[src/rtl/scoreboard_ctrl_if.sv]
// Decode-side scoreboard bus.
// master: decoder fields, flush and completion bus in; hazard/issue status out.
// slave : the scoreboard itself.
// Port summary (signal names mirror the scoreboard block's port list):
//   dec_v_i, rs1_v_i/rs1_adr_i, rs2_v_i/rs2_adr_i, rd_v_i/rd_adr_i, long_lat_i,
//   flush_v_q_i, cmpl_v_i/cmpl_adr_i             -> into scoreboard
//   stall_o, issue_v_o, pending_q_o, outstanding_q_o, sb_err_q_o -> out of scoreboard
interface scoreboard_ctrl_if #(
  parameter int NB_REGS = 32,
  parameter int CNT_W   = 3
);
  localparam int ADR_W = $clog2(NB_REGS);

  logic               dec_v_i;
  logic               rs1_v_i;
  logic [ADR_W-1:0]   rs1_adr_i;
  logic               rs2_v_i;
  logic [ADR_W-1:0]   rs2_adr_i;
  logic               rd_v_i;
  logic [ADR_W-1:0]   rd_adr_i;
  logic               long_lat_i;
  logic               flush_v_q_i;
  logic               cmpl_v_i;
  logic [ADR_W-1:0]   cmpl_adr_i;
  logic               stall_o;
  logic               issue_v_o;
  logic [NB_REGS-1:0] pending_q_o;
  logic [CNT_W-1:0]   outstanding_q_o;
  logic               sb_err_q_o;

  modport master (
    output dec_v_i, rs1_v_i, rs1_adr_i, rs2_v_i, rs2_adr_i, rd_v_i, rd_adr_i,
           long_lat_i, flush_v_q_i, cmpl_v_i, cmpl_adr_i,
    input  stall_o, issue_v_o, pending_q_o, outstanding_q_o, sb_err_q_o
  );

  modport slave (
    input  dec_v_i, rs1_v_i, rs1_adr_i, rs2_v_i, rs2_adr_i, rd_v_i, rd_adr_i,
           long_lat_i, flush_v_q_i, cmpl_v_i, cmpl_adr_i,
    output stall_o, issue_v_o, pending_q_o, outstanding_q_o, sb_err_q_o
  );
endinterface

[src/rtl/scoreboard_ctrl.sv]
// Decode-stage scoreboard: tracks registers with in-flight long-latency writes,
// stalls decode on RAW/WAW hazards or when the outstanding-op limit is hit,
// and flags protocol errors on unexpected completions.
// Ports:
//   clk      - clock
//   reset_n  - asynchronous active-low reset
//   sb       - scoreboard_ctrl_if.slave (decoder fields, flush, completion in;
//              stall/issue (combinational), pending bits, count, sticky error out)
module scoreboard_ctrl #(
  parameter int NB_REGS     = 32,
  parameter int MAX_PENDING = 4,
  parameter int CNT_W       = 3
) (
  input logic              clk,
  input logic              reset_n,
  scoreboard_ctrl_if.slave sb
);

  logic [NB_REGS-1:0] pending_q, pending_d;
  logic [CNT_W-1:0]   cnt_q, cnt_d;
  logic               err_q, err_d;

  logic raw1, raw2, waw, full, live, stall, issue, set, inc, dec;

  // Hazards look only at registered state: a completion this cycle does not
  // release a stall until the following cycle.
  assign raw1  = sb.rs1_v_i & (sb.rs1_adr_i != '0) & pending_q[sb.rs1_adr_i];
  assign raw2  = sb.rs2_v_i & (sb.rs2_adr_i != '0) & pending_q[sb.rs2_adr_i];
  assign waw   = sb.rd_v_i  & (sb.rd_adr_i  != '0) & pending_q[sb.rd_adr_i];
  assign full  = sb.long_lat_i & (cnt_q == CNT_W'(MAX_PENDING));

  // A flushed instruction neither stalls nor issues.
  assign live  = sb.dec_v_i & ~sb.flush_v_q_i;
  assign stall = live & (raw1 | raw2 | waw | full);
  assign issue = live & ~stall;

  assign set   = issue & sb.long_lat_i & sb.rd_v_i & (sb.rd_adr_i != '0);
  // x0 / rd-less long ops still occupy a unit slot, so they count.
  assign inc   = issue & sb.long_lat_i;
  // Never wrap below zero on a spurious completion.
  assign dec   = sb.cmpl_v_i & (cnt_q != '0);

  always_comb begin
    pending_d = pending_q;
    if (sb.cmpl_v_i) pending_d[sb.cmpl_adr_i] = 1'b0;
    // Applied after the clear so a new writer wins over the old one's completion.
    if (set)         pending_d[sb.rd_adr_i]   = 1'b1;
  end

  always_comb begin
    cnt_d = cnt_q;
    unique case ({inc, dec})
      2'b10:   cnt_d = cnt_q + CNT_W'(1);
      2'b01:   cnt_d = cnt_q - CNT_W'(1);
      default: cnt_d = cnt_q;
    endcase
  end

  // Completion with nothing outstanding, or to a non-pending non-x0 register.
  assign err_d = err_q | (sb.cmpl_v_i & ((cnt_q == '0) |
                 ((sb.cmpl_adr_i != '0) & ~pending_q[sb.cmpl_adr_i])));

  always_ff @(posedge clk or negedge reset_n) begin
    if (!reset_n) begin
      pending_q <= '0;
      cnt_q     <= '0;
      err_q     <= 1'b0;
    end else begin
      pending_q <= pending_d;
      cnt_q     <= cnt_d;
      err_q     <= err_d;
    end
  end

  assign sb.stall_o         = stall;
  assign sb.issue_v_o       = issue;
  assign sb.pending_q_o     = pending_q;
  assign sb.outstanding_q_o = cnt_q;
  assign sb.sb_err_q_o      = err_q;

endmodule

[src/flat_wrapper.sv]
// flat-port wrapper written by rule: the top's interface ports become plain ports
module scoreboard_ctrl_flat 
#(
  parameter int NB_REGS     = 32,
  parameter int MAX_PENDING = 4,
  parameter int CNT_W       = 3
)
  (clk, reset_n, sb_dec_v_i, sb_rs1_v_i, sb_rs1_adr_i, sb_rs2_v_i, sb_rs2_adr_i, sb_rd_v_i, sb_rd_adr_i, sb_long_lat_i, sb_flush_v_q_i, sb_cmpl_v_i, sb_cmpl_adr_i, sb_stall_o, sb_issue_v_o, sb_pending_q_o, sb_outstanding_q_o, sb_sb_err_q_o);
  scoreboard_ctrl_if #(.NB_REGS(NB_REGS), .CNT_W(CNT_W)) sb_i ();
  input logic clk;
  input logic reset_n;
  input wire logic [$bits(sb_i.dec_v_i)-1:0] sb_dec_v_i;
  input wire logic [$bits(sb_i.rs1_v_i)-1:0] sb_rs1_v_i;
  input wire logic [$bits(sb_i.rs1_adr_i)-1:0] sb_rs1_adr_i;
  input wire logic [$bits(sb_i.rs2_v_i)-1:0] sb_rs2_v_i;
  input wire logic [$bits(sb_i.rs2_adr_i)-1:0] sb_rs2_adr_i;
  input wire logic [$bits(sb_i.rd_v_i)-1:0] sb_rd_v_i;
  input wire logic [$bits(sb_i.rd_adr_i)-1:0] sb_rd_adr_i;
  input wire logic [$bits(sb_i.long_lat_i)-1:0] sb_long_lat_i;
  input wire logic [$bits(sb_i.flush_v_q_i)-1:0] sb_flush_v_q_i;
  input wire logic [$bits(sb_i.cmpl_v_i)-1:0] sb_cmpl_v_i;
  input wire logic [$bits(sb_i.cmpl_adr_i)-1:0] sb_cmpl_adr_i;
  output wire logic [$bits(sb_i.stall_o)-1:0] sb_stall_o;
  output wire logic [$bits(sb_i.issue_v_o)-1:0] sb_issue_v_o;
  output wire logic [$bits(sb_i.pending_q_o)-1:0] sb_pending_q_o;
  output wire logic [$bits(sb_i.outstanding_q_o)-1:0] sb_outstanding_q_o;
  output wire logic [$bits(sb_i.sb_err_q_o)-1:0] sb_sb_err_q_o;
  assign sb_i.dec_v_i = sb_dec_v_i;
  assign sb_i.rs1_v_i = sb_rs1_v_i;
  assign sb_i.rs1_adr_i = sb_rs1_adr_i;
  assign sb_i.rs2_v_i = sb_rs2_v_i;
  assign sb_i.rs2_adr_i = sb_rs2_adr_i;
  assign sb_i.rd_v_i = sb_rd_v_i;
  assign sb_i.rd_adr_i = sb_rd_adr_i;
  assign sb_i.long_lat_i = sb_long_lat_i;
  assign sb_i.flush_v_q_i = sb_flush_v_q_i;
  assign sb_i.cmpl_v_i = sb_cmpl_v_i;
  assign sb_i.cmpl_adr_i = sb_cmpl_adr_i;
  assign sb_stall_o = sb_i.stall_o;
  assign sb_issue_v_o = sb_i.issue_v_o;
  assign sb_pending_q_o = sb_i.pending_q_o;
  assign sb_outstanding_q_o = sb_i.outstanding_q_o;
  assign sb_sb_err_q_o = sb_i.sb_err_q_o;
  scoreboard_ctrl #(.NB_REGS(NB_REGS), .MAX_PENDING(MAX_PENDING), .CNT_W(CNT_W)) u_core (.clk(clk), .reset_n(reset_n), .sb(sb_i));
endmodule
[config.mk]
export PLATFORM = sky130hd
export DESIGN_NAME = scoreboard_ctrl_flat
export DESIGN_NICKNAME = d
export VERILOG_FILES = /design/src/rtl/scoreboard_ctrl_if.sv /design/src/rtl/scoreboard_ctrl.sv /design/src/flat_wrapper.sv
export SDC_FILE = /design/constraint.sdc
export NUM_CORES = 1
export LEC_CHECK = 0
export ABC_AREA = 1
export CORE_ASPECT_RATIO = 0.6
export CORE_MARGIN = 5
export CORE_UTILIZATION = 45
export CTS_BUF_LIST = sky130_fd_sc_hd__clkbuf_4
export CTS_CLUSTER_SIZE = 20
export DETAILED_ROUTE_END_ITERATION = 6
export PLACE_DENSITY = 0.71
export SLEW_MARGIN = 30
export SYNTH_ARGS = -nofsm -noshare
export SYNTH_HDL_FRONTEND = slang
export SYNTH_SLANG_ARGS = --single-unit
[constraint.sdc]
create_clock -name clk -period 3.2 [get_ports clk]
set_clock_uncertainty 0.1 [all_clocks]
set_input_delay 0.48 -clock clk [delete_from_list [all_inputs] [get_ports clk]]
set_output_delay 0.48 -clock clk [all_outputs]
set_load 0.05 [all_outputs]
==> run_results.csv, run 1 <==
group,metric,value,unit
timing,rsz0062_at_grt,"true",
critical_path,path_common_cell,"nor2_1",
pwr,p_seq_share,37.2,%
logic_synthesis,yosys_warnings,0,
pwr,comb_power_share,46.5,%
floorplanning,die_area,9013,µm²
timing,layout_setup_ws,-0.02424,ns
critical_path,crit_fanout,13,
critical_path,startpoint_type,"input port",
outcome,run_status,"finished with violations",
layout,fin_cells,724,
pwr,clockPowerShare,16.4,%
job,cap_violations,0,
layout,layout_common_cells,"196 x nand2_1, 62 x clkdlybuf4s50_1, 61 x inv_1",
layout,final_common_cell,"nand2_1",
drt,wl_per_cell,18.19,µm
hold_path,hp-class,"flip-flop to flip-flop",
logic_synthesis,syn_nets,575,
timing,worstMarginPinSlew,0.7210,ns
placed_design,dp.cells,710,
critical_path,worstSetupEndpointType,"output port",
floorplanning,die_x,119.3,µm
critical_path,cp_slowest_cell,"clkdlybuf4s50_1",
floorplanning,ios,67,
layout,drive_gt1_share,9.119,%
grt,grt_start_max_net_pins,37,
clock_tree,cts_buffers,5,
layout,syn_to_final_growth,32.44,%
pwr,p_leak,2.114,nW
pwr,finalPower,1.510,mW
critical_path,critPathTopFamily,"buffers and inverters",
drt,drtAntennaViolNets,0,
layout,post-route-util,62.61,%
floorplanning,start_util,47.28,%
clock_tree,insertion_delay,0.36,ns
pwr,p_int,837.5,µW
logic_synthesis,seq_area_frac_synth,27.94,%
clock_tree,cts.sinks,36,
logic_synthesis,ys_ff_latch,36,
grt,grt_pass1_wl,20.40,mm
hold_path,hold_depth,2,
critical_path,reg2regPathDepth,12,
critical_path,slowest_delay,0.53,ns
clock_tree,path_clk_slew,0.11,ns
grt,grt-ovfl-total,0,
logic_synthesis,synth_cell_types,30,
placed_design,portBuffers,66,
pwr,vdd_drop_max,0.2570,mV
logic_synthesis,syn_area,3224,µm²
drt,vias_per_cell,5.834,
timing,hold_viol,0,
timing,maxSlewHeadroom,51.75,%
timing,fmax,310.2,MHz
floorplanning,core,6820,µm²
drt,drc,0,
outcome,violations,"setup timing",
pwr,p_per_area,353.6,nW/µm²
placed_design,hpwlAfterDp,9.897,mm
drt,drt_wl_total,13.17,mm
critical_path,path_buf_inv,4,
critical_path,cp_cell_sequence,"clkdlybuf4s50_1 > buf_4 > o21ai_0 > o211ai_1 > nand3_1 > nor2_1 > nor2_1 > nor3_4 > buf_8 > buf_12",
pwr,p_sw,672.5,µW
timing,fin_crit_sh,100.8,%
clock_tree,cts.htree.levels,2,
critical_path,crit_type,"input port to output port",
critical_path,cp.required,2.62,ns
placed_design,place_congestion,1.123,
logic_synthesis,netlist_instances,544,
drt,drt_iter0_markers,649,
drt,drt-pass1-iter-count,6,
floorplanning,core.rowCount,23,
pwr,swShare,44.54,%
clock_tree,cts.path.max_buffers,2,
grt,grtUsageTotal,29.27,%
critical_path,cp.arrival,2.64,ns
clock_tree,cts_tree,"done",
layout,layout.nets,667,
floorplanning,dieHeight,75.57,µm
grt,first_global_vias,3890,
timing,min_period,3.224,ns
drt,vias,4224,
timing,drv_slew,0,
critical_path,worst-path-stages,10,
logic_synthesis,synth.avg_cell_area,5.927,µm²
grt,grt_antenna_before_repair,0,
timing,finalSetupViolCount,1,
clock_tree,cts-root-buf,"clkbuf_4",
-- flip-flops by register name (all words and copies together), names as in the netlist --
name,count
u_core.sb.outstanding_q_o,3
u_core.sb.sb_err_q_o,1
u_core.sb.pending_q_o,32
-- repair_timing --
item | in CTS | in global routing
hold buffers | 0 | 0
hold endpoints to repair | 0 | 0
setup buffers | 0 | 6
pin swaps | 0 | 1
gates resized for setup | 2 | 7
endpoints found under the setup margin | 1 | 2
-- stage by stage --
stage	instance area, µm²	hold slack, ns	TNS, ns	worst slack, ns
6_report	4270	0.4006	-0.02424	-0.02424
5_1_grt	4268	0.4370	-0.03711	-0.03711
4_1_cts	4204	0.4021	0	0.04855
3_5_place_dp	4149	0.3693	-0.1296	-0.08135
3_3_place_gp	4149	0.3437	-0.1921	-0.09564
2_1_floorplan	3224	0.08441	0	0.3073
-- routing by layer --
layer  wire [µm]  track usage [%]
met5           0                0
met2        5081            40.71
met4         277            7.959
met1        5815            43.14
met3        1998            9.570
-- Yosys cell counts --
cell         n  share of area [%]
nand2_1    196                 23
a211oi_1     1               0.23
o221ai_1     5                1.4
nand2_2      1               0.19
buf_1        2               0.23
o2111ai_1    1               0.27
or2_2        1               0.19
clkinv_1     1               0.12
fa_1         1               0.62
nand4_1     32                6.2
buf_6        4                1.4
a21oi_1     10                1.6
xnor2_1      1               0.27
a21boi_0     1               0.23
clkbuf_1     6               0.70
nand3_1     34                5.3
ha_1         1               0.39
a22oi_1      8                1.9
nor3_1      16                2.5
nor2_1      53                6.2
buf_2        9                1.4
dfrtp_1     36                 28
inv_1       62                7.2
buf_4        1               0.23
o21ai_0     47                7.3
o211ai_1     9                2.1
o21a_1       1               0.23
xor2_1       1               0.27
nor3_4       1               0.50
inv_2        2               0.23
-- area by class of cell --
cell class	instances	area, µm²
Timing Repair Buffer	107	1002
Sequential cell	36	900.9
Inverter	65	251.5
Clock inverter	1	5.005
Tap cell	87	108.9
Multi-Input combinational cell	421	1954
Fill cell	663	2550
Clock buffer	6	45.04
Antenna cell	1	2.502
-- power groups by stage --
stage / clock, mW / sequential, mW / combinational (mW)
3_3_place_gp: 0 / 0.569 / 0.668
3_5_place_dp: 0 / 0.567 / 0.675
2_1_floorplan: 0 / 0.697 / 0.268
6_report: 0.247 / 0.561 / 0.702
4_1_cts: 0.256 / 0.559 / 0.679
5_1_grt: 0.271 / 0.569 / 0.757
-- cells by family (layout without fill, tap and decap cells) --
logic type | count (synthesis) | count (layout) | share of synthesized area, %
compound gates | 83 | 83 | 15.13
xor+xnor | 2 | 2 | 0.5434
other cells | 0 | 1 | 0
buf+inv | 87 | 179 | 11.52
fa+ha+maj | 2 | 2 | 1.009
simple gates | 334 | 334 | 43.85
flops | 36 | 36 | 27.94
-- worst register-to-register path: cells and delay by family, from the launching register on --
family                     cells  cell delay (ns)
AOI/OAI and AO/OA              3             0.54
adders and majority gates      2             0.58
buffers and inverters          2             0.19
DFF                            1             0.45
and+or+nand+nor                5             0.77
-- final timing paths --
| check | startpoint | endpoint | slack [ns] |
|---|---|---|---|
| setup / recovery | sb_rs2_adr_i[0] | sb_issue_v_o | -0.02 |
| hold / removal | u_core.sb.sb_err_q_o | u_core.sb.sb_err_q_o | 0.40 |
| setup reg to reg | u_core.sb.pending_q_o[16] | u_core.sb.outstanding_q_o[1] | 0.51 |
| hold reg to reg | u_core.sb.sb_err_q_o | u_core.sb.sb_err_q_o | 0.40 |
| max in group asynchronous | reset_n | u_core.sb.pending_q_o[30] | 2.20 |
| min in group asynchronous | reset_n | u_core.sb.pending_q_o[4] | 0.45 |
Power figures use the tool's default switching activity.
==> run 2: changes to the inputs <==
- CELL_PAD_IN_SITES_DETAIL_PLACEMENT: not set -> 1
- CELL_PAD_IN_SITES_GLOBAL_PLACEMENT: not set -> 1
- CORE_UTILIZATION: 45 -> 36
- PLACE_DENSITY: 0.71 -> 0.81
- RECOVER_POWER: not set -> 50
==> run 2 against run 1 <==
The run ends with capacitance limit, slew limit left; global-route usage shrank 2.6 points; sequential power is essentially flat; first-iteration DRC count shrank 30%; critical endpoint unchanged; highest routed layer unchanged.
==> run_results.csv, run 2 (synthesis results as in run 1) <==
group,metric,value,unit
clock_tree,path_clk_slew,0.13,ns
pwr,p_seq_share,34.4,%
layout,diodes,0,
floorplanning,die_x,132.2,µm
layout,drive_gt1_share,7.508,%
grt,grt_antenna_before_repair,0,
floorplanning,core,8621,µm²
timing,rsz0062_at_grt,"false",
pwr,vdd_drop_max,0.2451,mV
timing,fmax,323.1,MHz
layout,layout.nets,656,
clock_tree,cts.sinks,36,
critical_path,cp.arrival,2.52,ns
timing,hold_viol,0,
job,cap_violations,1,
drt,wl_per_cell,20.20,µm
timing,finalSetupViolCount,0,
grt,grtUsageTotal,26.67,%
timing,maxSlewHeadroom,-42.32,%
critical_path,crit_fanout,27,
placed_design,place_congestion,0.9278,
grt,first_global_vias,4220,
placed_design,dp.cells,728,
hold_path,hp-class,"flip-flop to flip-flop",
layout,syn_to_final_growth,32.98,%
drt,drt_iter0_markers,453,
critical_path,r2r-start,"u_core.sb.pending_q_o[13]",
timing,worstMarginPinSlew,2.135,ns
clock_tree,cts.htree.levels,2,
layout,post-route-util,49.74,%
drt,drc,0,
layout,layout_common_cells,"196 x nand2_1, 62 x inv_1, 51 x nor2_1",
critical_path,critPathCapture,"sb_issue_v_o",
grt,grt-ovfl-total,0,
drt,drtAntennaViolNets,0,
pwr,swShare,44.41,%
pwr,p_int,910.9,µW
pwr,comb_power_share,43.6,%
critical_path,crit_type,"input port to output port",
placed_design,hpwlAfterDp,11.42,mm
floorplanning,core.rowCount,26,
layout,final_common_cell,"nand2_1",
timing,drv_slew,37,
clock_tree,cts_buffers,5,
placed_design,portBuffers,66,
pwr,p_sw,727.6,µW
floorplanning,die_area,11010,µm²
layout,fin_cells,738,
floorplanning,ios,67,
critical_path,reg2reg_setup_slack,0.41,ns
timing,whs,0.3959,ns
critical_path,startpoint_type,"input port",
timing,min_period,3.095,ns
layout,largest_reg_flops,32,
grt,grt_start_max_net_pins,37,
pwr,clockPowerShare,21.9,%
drt,drt-pass1-iter-count,5,
floorplanning,dieHeight,83.31,µm
critical_path,worstSetupEndpointType,"output port",
layout,fillers,1171,
critical_path,worstReg2RegEnd,"u_core.sb.outstanding_q_o[2]",
grt,grt_pass1_wl,23.56,mm
drt,vias_per_cell,5.749,
critical_path,reg2regPathDepth,17,
clock_tree,cts-root-buf,"clkbuf_4",
clock_tree,insertion_delay,0.38,ns
drt,vias,4243,
timing,final.setup.tns,0,ns
drt,drt_wl_total,14.91,mm
timing,fin_crit_sh,96.73,%
floorplanning,start_util,37.40,%
outcome,run_status,"finished with violations",
outcome,violations,"capacitance limit, slew limit",
placed_design,dp_slack,-0.1468,ns
pwr,p_leak,2.131,nW
timing,layout_setup_ws,0.1046,ns
clock_tree,cts_tree,"done",
critical_path,critPathLaunch,"sb_rs2_adr_i[0]",
critical_path,cp.required,2.62,ns
clock_tree,cts.path.max_buffers,2,
pwr,p_per_area,382.1,nW/µm²
[run 2: worst max-delay path, stage by stage]
cell and delay (ns):
clkdlybuf4s50_1 0.53, buf_12 0.19, nand2_1 0.07, o211ai_1 0.08
nand3_1 0.17, nand3_1 0.14, nand2_1 0.07, nand2_1 0.10
nor2_1 0.05, buf_4 0.15, nor3_4 0.19, buf_6 0.15
buf_12 0.13
[run 2: worst min-delay path by stage]
stage | startpoint | end | slack, ns | cells after the start
after floorplan | reset_n | u_core.sb.outstanding_q_o[0] | 0.08 | 0
after global placement | u_core.sb.sb_err_q_o | u_core.sb.sb_err_q_o | 0.35 | 2
after detailed placement | u_core.sb.sb_err_q_o | u_core.sb.sb_err_q_o | 0.36 | 2
after CTS | reset_n | u_core.sb.pending_q_o[18] | 0.13 | 1
after global routing | u_core.sb.sb_err_q_o | u_core.sb.sb_err_q_o | 0.43 | 2
final | u_core.sb.sb_err_q_o | u_core.sb.sb_err_q_o | 0.40 | 2
[run 2: power groups by stage]
stage,clock [mW],sequential [mW],combinational [mW]
floorplan,0,0.697,0.268
global placement,0,0.569,0.681
detailed placement,0,0.571,0.710
CTS,0.360,0.563,0.713
global route,0.386,0.570,0.766
finish,0.359,0.564,0.715
[run 2: cell type report]
type / instances / area [µm²] / share of cell area [%]
Timing Repair Buffer: 96 / 958.4 / 22.35
Sequential cell: 36 / 900.9 / 21.01
Clock buffer: 6 / 45.04 / 1.050
Inverter: 65 / 246.5 / 5.748
Tap cell: 112 / 140.1 / 3.268
Multi-Input combinational cell: 421 / 1962 / 45.75
Clock inverter: 2 / 35.03 / 0.8170
[run 2: metrics by stage]
stage / area (µm²) / power [mW]
detailed placement: 4173 / 1.281
floorplan: 3224 / 0.9656
global placement: 4173 / 1.251
finish: 4288 / 1.639
CTS: 4253 / 1.637
global route: 4288 / 1.723
[run 2: what timing repair did]
action / 4_1_cts / 5_1_grt
endpoints found under the setup margin: 0 / 2
hold buffers: 0 / 1
resized for setup: 0 / 9
endpoints found under the hold margin: 0 / 35
buffers inserted: 0 / 1
[run 2: per-layer routing]
| layer | track usage (%) | up-vias | part of all wire (%) |
|---|---|---|---|
| met3 | 6.824 | 24 | 9.8 |
| met5 | 0 | - | 0 |
| met1 | 39.18 | 2042 | 47 |
| li1 | - | 1951 | - |
| met4 | 6.192 | 0 | 1.8 |
| met2 | 38.89 | 226 | 42 |
